File: src/rtl/fap80_bus_pkg.sv
// Shared types and constants for the FAP80 Z80-style memory bus.
package fap80_bus_pkg;

    localparam int unsigned ADDR_W = 16;
    localparam int unsigned DATA_W = 8;

    // Z80 control strobes are active-low; this is their released level.
    localparam logic STROBE_IDLE = 1'b1;

    typedef enum logic [2:0] {
        IDLE,
        T1,
        T2,
        TW,
        T3
    } bus_state_e;

    typedef struct packed {
        logic              write;
        logic [ADDR_W-1:0] addr;
        logic [DATA_W-1:0] wdata;
    } bus_req_t;

endpackage

File: src/rtl/z80_tstate_timer.sv
// Divides clk into Z80 T-states and flags the start, midpoint and last clk of each.
module z80_tstate_timer #(
    parameter int unsigned T_DIV = 12
) (
    input  logic clk,
    input  logic rst,
    input  logic restart,
    output logic t_start,
    output logic t_half,
    output logic t_end
);

    localparam int unsigned PH_W = (T_DIV > 1) ? $clog2(T_DIV) : 1;
    localparam logic [PH_W-1:0] PH_HALF = PH_W'(T_DIV / 2);
    localparam logic [PH_W-1:0] PH_END  = PH_W'(T_DIV - 1);

    logic [PH_W-1:0] phase;
    logic [PH_W-1:0] phase_next;

    // Restart pins the counter at phase 0 so the first T-state begins cleanly.
    always_comb begin
        phase_next = phase + PH_W'(1);
        if (restart || (phase == PH_END)) begin
            phase_next = '0;
        end
    end

    // Strobes are decoded from the next phase so they line up with the phase register.
    always_ff @(posedge clk) begin
        if (rst) begin
            phase   <= '0;
            t_start <= 1'b1;
            t_half  <= 1'b0;
            t_end   <= 1'b0;
        end else begin
            phase   <= phase_next;
            t_start <= (phase_next == '0);
            t_half  <= (phase_next == PH_HALF);
            t_end   <= (phase_next == PH_END);
        end
    end

endmodule

File: src/rtl/z80_bus_master.sv
// Single-beat request/response initiator that runs Z80-timed memory read/write
// cycles (T1, T2, optional TW, T3) on the FAP80 backplane.
module z80_bus_master
    import fap80_bus_pkg::*;
#(
    parameter int unsigned T_DIV        = 12,
    parameter int unsigned MIN_WAIT     = 0,
    parameter int unsigned WAIT_TIMEOUT = 255
) (
    input  logic              clk,
    input  logic              rst,
    input  logic              req_valid,
    output logic              req_ready,
    input  logic              req_write,
    input  logic [ADDR_W-1:0] req_addr,
    input  logic [DATA_W-1:0] req_wdata,
    output logic              rsp_valid,
    output logic [DATA_W-1:0] rsp_rdata,
    output logic              rsp_err,
    output logic [ADDR_W-1:0] cpu_addr,
    output logic [DATA_W-1:0] cpu_data_out,
    output logic              cpu_data_oe,
    input  logic [DATA_W-1:0] cpu_data_in,
    output logic              cpu_mreq,
    output logic              cpu_rd,
    output logic              cpu_wr,
    input  logic              cpu_wait_n
);

    localparam int unsigned WCNT_W = 8;
    localparam logic [WCNT_W-1:0] WCNT_MAX = '1;

    bus_state_e        state;
    bus_state_e        state_next;
    bus_req_t          req_in;
    logic              accept;
    logic              t_start;
    logic              t_half;
    logic              t_end;
    logic              wait_meta;
    logic              wait_s;
    logic              write_q;
    logic              need_wait;
    logic              wait_ready;
    logic              abort;
    logic [WCNT_W-1:0] wait_cnt;
    logic [WCNT_W-1:0] wait_cnt_inc;
    logic              leave_tw;
    logic              hit_timeout;

    logic              req_ready_d;
    logic              rsp_valid_d;
    logic              rsp_err_d;
    logic [DATA_W-1:0] rsp_rdata_d;
    logic [ADDR_W-1:0] cpu_addr_d;
    logic [DATA_W-1:0] cpu_data_out_d;
    logic              cpu_data_oe_d;
    logic              cpu_mreq_d;
    logic              cpu_rd_d;
    logic              cpu_wr_d;

    assign req_in = '{write: req_write, addr: req_addr, wdata: req_wdata};
    assign accept = req_valid && req_ready;

    z80_tstate_timer #(
        .T_DIV (T_DIV)
    ) u_timer (
        .clk     (clk),
        .rst     (rst),
        .restart (state == IDLE),
        .t_start (t_start),
        .t_half  (t_half),
        .t_end   (t_end)
    );

    // WAIT is asynchronous to clk; two flops before anything looks at it.
    always_ff @(posedge clk) begin
        if (rst) begin
            wait_meta <= 1'b1;
            wait_s    <= 1'b1;
        end else begin
            wait_meta <= cpu_wait_n;
            wait_s    <= wait_meta;
        end
    end

    assign wait_cnt_inc = (wait_cnt == WCNT_MAX) ? wait_cnt : wait_cnt + WCNT_W'(1);
    assign leave_tw     = wait_ready && (32'(wait_cnt_inc) >= MIN_WAIT);
    assign hit_timeout  = 32'(wait_cnt_inc) >= WAIT_TIMEOUT;

    always_ff @(posedge clk) begin
        if (rst) begin
            state <= IDLE;
        end else begin
            state <= state_next;
        end
    end

    always_comb begin
        state_next = state;
        unique case (state)
            IDLE: if (accept) state_next = T1;
            T1:   if (t_end)  state_next = T2;
            T2:   if (t_end)  state_next = need_wait ? TW : T3;
            TW:   if (t_end && (leave_tw || hit_timeout)) state_next = T3;
            T3:   if (t_end)  state_next = IDLE;
            default:          state_next = IDLE;
        endcase
    end

    // Next values for every registered output; strobes hold unless a phase moves them.
    always_comb begin
        req_ready_d    = (state_next == IDLE);
        rsp_valid_d    = 1'b0;
        rsp_err_d      = 1'b0;
        rsp_rdata_d    = rsp_rdata;
        cpu_addr_d     = cpu_addr;
        cpu_data_out_d = cpu_data_out;
        cpu_data_oe_d  = cpu_data_oe;
        cpu_mreq_d     = cpu_mreq;
        cpu_rd_d       = cpu_rd;
        cpu_wr_d       = cpu_wr;
        unique case (state)
            IDLE: begin
                if (accept) begin
                    cpu_addr_d = req_in.addr;
                    if (req_in.write) begin
                        cpu_data_out_d = req_in.wdata;
                    end
                end
            end
            T1: begin
                if (t_half) begin
                    cpu_mreq_d = ~STROBE_IDLE;
                    if (write_q) begin
                        cpu_data_oe_d = 1'b1;
                    end else begin
                        cpu_rd_d = ~STROBE_IDLE;
                    end
                end
            end
            T2: begin
                if (t_half && write_q) begin
                    cpu_wr_d = ~STROBE_IDLE;
                end
            end
            T3: begin
                if (t_half) begin
                    cpu_mreq_d = STROBE_IDLE;
                    cpu_rd_d   = STROBE_IDLE;
                    cpu_wr_d   = STROBE_IDLE;
                    if (!write_q && !abort) begin
                        rsp_rdata_d = cpu_data_in;
                    end
                end
                if (t_end) begin
                    rsp_valid_d   = 1'b1;
                    rsp_err_d     = abort;
                    cpu_data_oe_d = 1'b0;
                end
            end
            default: ;
        endcase
    end

    always_ff @(posedge clk) begin
        if (rst) begin
            req_ready    <= 1'b0;
            rsp_valid    <= 1'b0;
            rsp_err      <= 1'b0;
            rsp_rdata    <= '0;
            cpu_addr     <= '0;
            cpu_data_out <= '0;
            cpu_data_oe  <= 1'b0;
            cpu_mreq     <= STROBE_IDLE;
            cpu_rd       <= STROBE_IDLE;
            cpu_wr       <= STROBE_IDLE;
        end else begin
            req_ready    <= req_ready_d;
            rsp_valid    <= rsp_valid_d;
            rsp_err      <= rsp_err_d;
            rsp_rdata    <= rsp_rdata_d;
            cpu_addr     <= cpu_addr_d;
            cpu_data_out <= cpu_data_out_d;
            cpu_data_oe  <= cpu_data_oe_d;
            cpu_mreq     <= cpu_mreq_d;
            cpu_rd       <= cpu_rd_d;
            cpu_wr       <= cpu_wr_d;
        end
    end

    // Per-transaction bookkeeping: direction, WAIT sampling, TW count and abort.
    always_ff @(posedge clk) begin
        if (rst) begin
            write_q    <= 1'b0;
            need_wait  <= 1'b0;
            wait_ready <= 1'b0;
            wait_cnt   <= '0;
            abort      <= 1'b0;
        end else begin
            unique case (state)
                IDLE: begin
                    if (accept) begin
                        write_q  <= req_in.write;
                        wait_cnt <= '0;
                        abort    <= 1'b0;
                    end
                end
                T2: begin
                    if (t_half) begin
                        need_wait <= !wait_s || (MIN_WAIT > 0);
                    end
                end
                TW: begin
                    if (t_start) begin
                        wait_ready <= 1'b0;
                    end
                    if (t_half) begin
                        wait_ready <= wait_s;
                    end
                    if (t_end) begin
                        wait_cnt <= wait_cnt_inc;
                        if (!leave_tw && hit_timeout) begin
                            abort <= 1'b1;
                        end
                    end
                end
                default: ;
            endcase
        end
    end

endmodule

File: config.mk
export PLATFORM = sky130hd
export DESIGN_NAME = z80_bus_master
export DESIGN_NICKNAME = d
export VERILOG_FILES = /design/src/rtl/fap80_bus_pkg.sv /design/src/rtl/z80_tstate_timer.sv /design/src/rtl/z80_bus_master.sv
export SDC_FILE = /design/constraint.sdc
export NUM_CORES = 1
export LEC_CHECK = 0
export ABC_CLOCK_PERIOD_IN_PS = 2950
export CAP_MARGIN = 20
export CORE_ASPECT_RATIO = 0.8
export CORE_MARGIN = 5
export CORE_UTILIZATION = 43
export CTS_CLUSTER_SIZE = 25
export DETAILED_ROUTE_END_ITERATION = 16
export PLACE_DENSITY = 0.83
export SKIP_LAST_GASP = 1
export SYNTH_ARGS = -nofsm -noshare
export SYNTH_HDL_FRONTEND = slang
export SYNTH_SLANG_ARGS = --single-unit
export TNS_END_PERCENT = 100
File: constraint.sdc
create_clock -name clk -period 2.95 [get_ports clk]
set_input_delay 0.295 -clock clk [delete_from_list [all_inputs] [get_ports clk]]
set_output_delay 0.295 -clock clk [all_outputs]
set_load 0.02 [all_outputs]
==> impl_metrics.ini <==
[cts]
cts_setup_buffers = 0
hold_buffers = 0
insertion_delay_ns = 0.34
cts_buffers = 9
cts_sinks = 63
clk_pin_slew_ns = 0.07
clockBufferDepth = 2
ctsResizeCount = 0
cts-root-buf = clkbuf_8
cts_tree = done
ctsHtreeMaxLevel = 3

[global_route]
grt_max_degree = 34
antenna_found_initial = 0
use_met3 = 0.0985
busiest_layer = met2
grt_pass1_vias = 2290
grt_pass1_wl_microns = 10500
track_usage = 0.180
gr-usage-met1 = 0.208
grt_overflow = 0
met2_usage = 0.265

[pwr]
powerDensity_mw_per_mm2 = 491
pwr-share-clk = 0.383
power.internal_mw = 1.31
p_leak_nw = 1.36
power.share.sequential = 0.514
power.switching_uw = 420
combPwrFrac = 0.104
power_switching_share = 0.243
max-vdd-ir-drop_mv = 0.396

[final_layout]
fin_nets = 419
num_antenna_cells = 0
drive_above_1_share = 0.0753
layout_common_cells = clkdlybuf4s50_1 (74), dfxtp_1 (63), nand2_1 (58)
final_common_cell = clkdlybuf4s50_1
fin_cells = 466
areaGrowthSynthToFinish_pct = 38.2

[placed_design]
place_congestion = 0.900
io_buffers = 75
dp_hpwl_microns = 4500
dp.cells = 450

[hold_path]
hold_depth = 1
hold_path_class = reg -> reg

[yosys]
syn_area_sq_mm = 0.00255
synth_compound_area_frac = 0.142
ys_seq_area_frac = 0.494
synth_xor_area_frac = 0.0137
synth_nets = 347
postSynthAreaPerCell_sq_um = 8.28
syn_inst = 308
synth_top_family_by_area = simple AND/OR/NAND/NOR gates
ys_ff_latch = 63
ys_warn_count = 0
synth.distinct_cells = 43
synthAdderAreaFrac = 0.00981
synth_mux_area_frac = 0.0314
yosys.area_share.simple = 0.273

[drt]
ant_nets = 0
first_pass_iters = 4
drc = 0
drt-total-wl_microns = 6260
drt-wirelength-per-cell_microns = 13.4
vias_per_cell = 5.13
drt_iter0_drc = 85
vias = 2389

[die]
fp.coreArea_sq_mm = 0.00585
start_util = 0.436
pin_count = 76
dieArea_sq_mm = 0.00758
rows = 25
die_height_microns = 78.9
die_w_microns = 96.1

[outcome]
status = complete, no violations

[critical_path]
critPathBufInv = 0
crit_required_ns = 3.19
critical_path.max_stage_delay_ns = 0.56
path_delay_family = simple AND/OR/NAND/NOR gates
crit_path_max_fanout = 8
crit_type = reg -> reg
worst-endpoint-arrival_ns = 2.66
r2r_cells = 6
crit_path_top_delay_cell = or4_1
path_depth = 6
path_cells = ha_1 > nand2_1 > nor4b_4 > a31oi_1 > or4_1 > and3b_1
cp-start-kind = flop
worstSetupEndpointType = flop

[flow_run]
max_cap_violations = 0

[sta]
slew_headroom = 0.602
hold_viol_final = 0
period_needed_ns = 2.42
rsz0062_at_grt = false
fin_crit_sh = 0.819
setup_tns_ns = 0
fin_skew_ns = 0.00732
setup_violations = 0
worst_slew_pin_slew_ns = 0.597
fmax_ghz = 0.414
maxSlewViolCount = 0
-- cells in the mapped netlist --
cell type | n | area share
nor4bb_1 | 1 | 0.0039
or2_2 | 4 | 0.0098
nor3b_1 | 1 | 0.0029
ha_1 | 2 | 0.0098
xor2_1 | 2 | 0.0069
buf_4 | 2 | 0.0059
and3_1 | 3 | 0.0074
and3_2 | 1 | 0.0029
and3b_1 | 2 | 0.0069
inv_2 | 1 | 0.0015
nand4bb_1 | 1 | 0.0044
nand4_1 | 3 | 0.0074
nor4_1 | 2 | 0.0049
or3_1 | 2 | 0.0049
a21o_1 | 1 | 0.0029
dfxtp_1 | 63 | 0.49
mux2i_1 | 8 | 0.031
nor2_1 | 34 | 0.050
a22o_1 | 2 | 0.0069
inv_1 | 4 | 0.0059
a31o_2 | 1 | 0.0034
a22oi_1 | 2 | 0.0059
o21ai_0 | 11 | 0.022
nor2b_1 | 3 | 0.0074
a311oi_1 | 1 | 0.0034
a211oi_1 | 1 | 0.0029
o21bai_1 | 1 | 0.0029
nor4b_4 | 1 | 0.0093
nand2_1 | 58 | 0.085
nand2b_1 | 2 | 0.0049
xnor2_1 | 2 | 0.0069
clkbuf_1 | 15 | 0.022
a21oi_1 | 36 | 0.071
and3_4 | 1 | 0.0044
o41ai_1 | 1 | 0.0034
and4b_1 | 1 | 0.0039
a31oi_1 | 6 | 0.015
and2b_1 | 1 | 0.0029
nand3_1 | 15 | 0.029
or4_1 | 1 | 0.0029
nor3_1 | 5 | 0.0098
a21o_2 | 1 | 0.0034
and2_1 | 3 | 0.0074
-- worst paths after layout --
kind,slack (ns),start,end
setup / recovery,0.53,wait_cnt[0],req_ready
hold / removal,0.41,wait_meta,wait_s
setup reg to reg,0.53,wait_cnt[0],req_ready
hold reg to reg,0.41,wait_meta,wait_s
-- per-layer routing --
metal / wire length (microns) / vias up
met2: 2810 / 81
met4: 138 / 0
li1: - / 1196
met1: 2650 / 1100
met5: 0 / -
met3: 666 / 12
-- flip-flops by register name (all words and copies together) (netlist names) --
name / cells
u_timer.t_start: 1
cpu_wr: 1
write_q: 1
cpu_addr: 16
state: 3
rsp_rdata: 8
wait_s: 1
need_wait: 1
wait_cnt: 8
cpu_data_oe: 1
leave_tw: 1
rsp_err: 1
u_timer.phase: 4
cpu_mreq: 1
u_timer.t_half: 1
u_timer.t_end: 1
cpu_data_out: 8
abort: 1
rsp_valid: 1
wait_meta: 1
cpu_rd: 1
req_ready: 1
-- power groups by stage --
stage / clock network [mW] / registers (mW) / logic [mW]
3_5_place_dp: 0 / 0.908 / 0.180
4_1_cts: 0.683 / 0.889 / 0.181
3_3_place_gp: 0 / 0.906 / 0.178
5_1_grt: 0.732 / 0.891 / 0.195
2_1_floorplan: 0 / 0.924 / 0.0629
6_report: 0.663 / 0.889 / 0.179
-- final cells by class --
cell class              instances  area, sq um
fillers                       515         2320
flip-flops and latches         63         1260
inverters                       5         18.8
repair buffers                 78          768
well taps                      81          101
clock inverters                 4         20.0
multi-input cells             223         1200
clock buffers                  12          155
-- stage by stage --
step / total power [mW] / worst slack, ns / instance area (sq um) / hold slack (ns) / util
final: 1.73 / 0.534 / 3520 / 0.409 / 0.603
after global placement: 1.08 / 0.697 / 3350 / 0.399 / 0.573
after global routing: 1.82 / 0.298 / 3520 / 0.428 / 0.603
after detailed placement: 1.09 / 0.577 / 3350 / 0.396 / 0.573
after floorplan: 0.987 / 0.859 / 2550 / 0.389 / -
after CTS: 1.75 / 0.573 / 3520 / 0.411 / 0.603
-- cells by family after synthesis --
logic type | count (synthesis)
buffers and inverters | 22
DFF | 63
adders and majority gates | 2
and+or+nand+nor | 145
xor gates and xnor gates | 4
AOI/OAI and AO/OA | 64
muxes | 8
-- worst register-to-register path, cell delays in order, from the launching register on --
cell     delay, ns
dfxtp_1       0.43
ha_1          0.34
nand2_1       0.16
nor4b_4       0.44
a31oi_1       0.19
or4_1         0.56
and3b_1       0.18
No activity file was read; power rests on OpenSTA's default activity.
==> edit: new RTL, config.mk and constraints unchanged <==
`T_DIV` is set to 12 in 2 places; all go to 6.
--- a/src/rtl/z80_tstate_timer.sv
+++ b/src/rtl/z80_tstate_timer.sv
@@ -1,6 +1,6 @@
 // Divides clk into Z80 T-states and flags the start, midpoint and last clk of each.
 module z80_tstate_timer #(
-    parameter int unsigned T_DIV = 12
+    parameter int unsigned T_DIV = 6
 ) (
     input  logic clk,
     input  logic rst,
--- a/src/rtl/z80_bus_master.sv
+++ b/src/rtl/z80_bus_master.sv
@@ -3,7 +3,7 @@
 module z80_bus_master
     import fap80_bus_pkg::*;
 #(
-    parameter int unsigned T_DIV        = 12,
+    parameter int unsigned T_DIV        = 6,
     parameter int unsigned MIN_WAIT     = 0,
     parameter int unsigned WAIT_TIMEOUT = 255
 ) (
Behaviour: not the same (Yosys sat finds a counterexample within 10 cycles, from zero or initial values and one cycle with rst high).
==> edit against the original RTL <==
- clock power rose by 10%
- worst setup slack improved by 270 ps
- sequential power fell by 2%
- design area fell by 0.60%
- cell count fell by 3.0%
- sequential cell count fell by 1
- synthesized area fell by 1.8%
- critical path depth rose by 1
- wire length fell by 3.0%
- power rose by 2.4%
- largest power group unchanged
==> edit: results (changes against the original RTL) <==
Clock Skew 10.02 ps (was 7.323 ps); initial antenna violation count 0 (unchanged); Seq pwr share 49.2% (was 51.4%); vias in the first global route 2140 (was 2290); Post-synth top flop dfxtp_1 (unchanged); Filler Cell Count 483 (was 515); layout cells sized above 1 7.754% (was 7.532%); combinational share of power 9.7% (was 10.4%); Pleak 1.337 nW (was 1.355 nW); Worst slew margin 47.51% (was 60.18%); Worst Path Arrival 2390 ps (was 2660 ps); RePlAce Congestion 0.8283 (was 0.8999); CP max-delay cell dfxtp_1 (was or4_1); drt total wl 6.072 mm (was 6.258 mm); Power Density 505.7 nW/um^2 (was 491.0 nW/um^2); Tot GR Track Use 16.89% (was 18.02%); Worst Path Max Fanout 10 (was 8); Yosys cell types 46 (was 43); max reg flops 16 (unchanged); Synthesized Nets 337 (was 347); pre-CTS setup slack 870.3 ps (was 576.7 ps); slowest cell delay on critical path 480 ps (was 560 ps); Synth warnings 0 (unchanged); Synth top cells by count dfxtp_1 (62), nand2_1 (58), a21oi_1 (37), nor2_1 (24), nand3_1 (18) (was dfxtp_1 (63), nand2_1 (58), a21oi_1 (36), nor2_1 (34)); synth top area cells dfxtp_1 (50%), nand2_1 (8.7%), a21oi_1 (7.4%), mux2i_1 (4.0%), nand3_1 (3.6%) (was dfxtp_1 (49%), nand2_1 (8.5%), a21oi_1 (7.1%), nor2_1 (5.0%), mux2i_1 (3.1%)); r2r startpoint wait_cnt[0]$_SDFFE_PP0P_ (unchanged); worst r2r path cells 7 (was 6); status completed (unchanged); Nets 409 (was 419); largest net degree at the start of global routing 40 (was 34); DR vias/cell 5.106 (was 5.127); first-pass GRT wire length 10.05 mm (was 10.47 mm); post-detail-place hpwl 4.282 mm (was 4.501 mm); Switch Pwr 432.7 uW (was 420.1 uW)
[edit: changes by cell type after synthesis, moves of 3 or more]
cell / change
o21ai_0: -5
nor2_1: -10
buf_2: +3
nand3_1: +3
nor3_1: +4
a31oi_1: -5
[edit: logic make-up (layout without fill, tap and decap cells)]
group,count (synthesis),in the layout,synth area share [%]
mux,10,10,3.994
simple gates,139,139,26.66
fa+ha+maj,3,3,1.498
compound gates,59,59,14.38
xor+xnor,1,1,0.3495
buf+inv,23,100,3.594
flops,62,62,49.53
[edit: metrics by stage]
stage / instance area, um^2 / instances / hold slack (ps) / utilization (%)
3_5_place_dp: 3304 / 436 / 403.4 / 59.48
2_1_floorplan: 2506 / 297 / 389.5 / -
6_report: 3503 / 452 / 410.6 / 63.06
5_1_grt: 3503 / 452 / 443.9 / 63.06
3_3_place_gp: 3304 / 436 / 402.9 / 59.48
4_1_cts: 3503 / 452 / 414.2 / 63.06
[edit: worst paths after layout]
kind	end	slack, ps
worst min register to register	wait_s$_SDFF_PP1_	410
worst max register to register	req_ready$_SDFF_PP0_	810
worst min-delay path	wait_s$_SDFF_PP1_	410
worst max-delay path	req_ready$_SDFF_PP0_	810
[edit: per-layer routing]
metal	vias to the layer above	global-route usage, %	part of all wire (%)
li1	1171	-	-
met3	3	7.744	10
met1	1045	21.61	47
met2	89	26.35	43
met5	-	0	0
met4	0	3.170	0.38
[edit: layout make-up]
type                       instances  area share [%]
timing repair buffer              78           21.93
clock inverter                     7           2.143
multi-input combinational        212           33.54
clock buffer                       9           3.536
sequential                        62           35.43
inverter                           6          0.6429
tap                               78           2.786
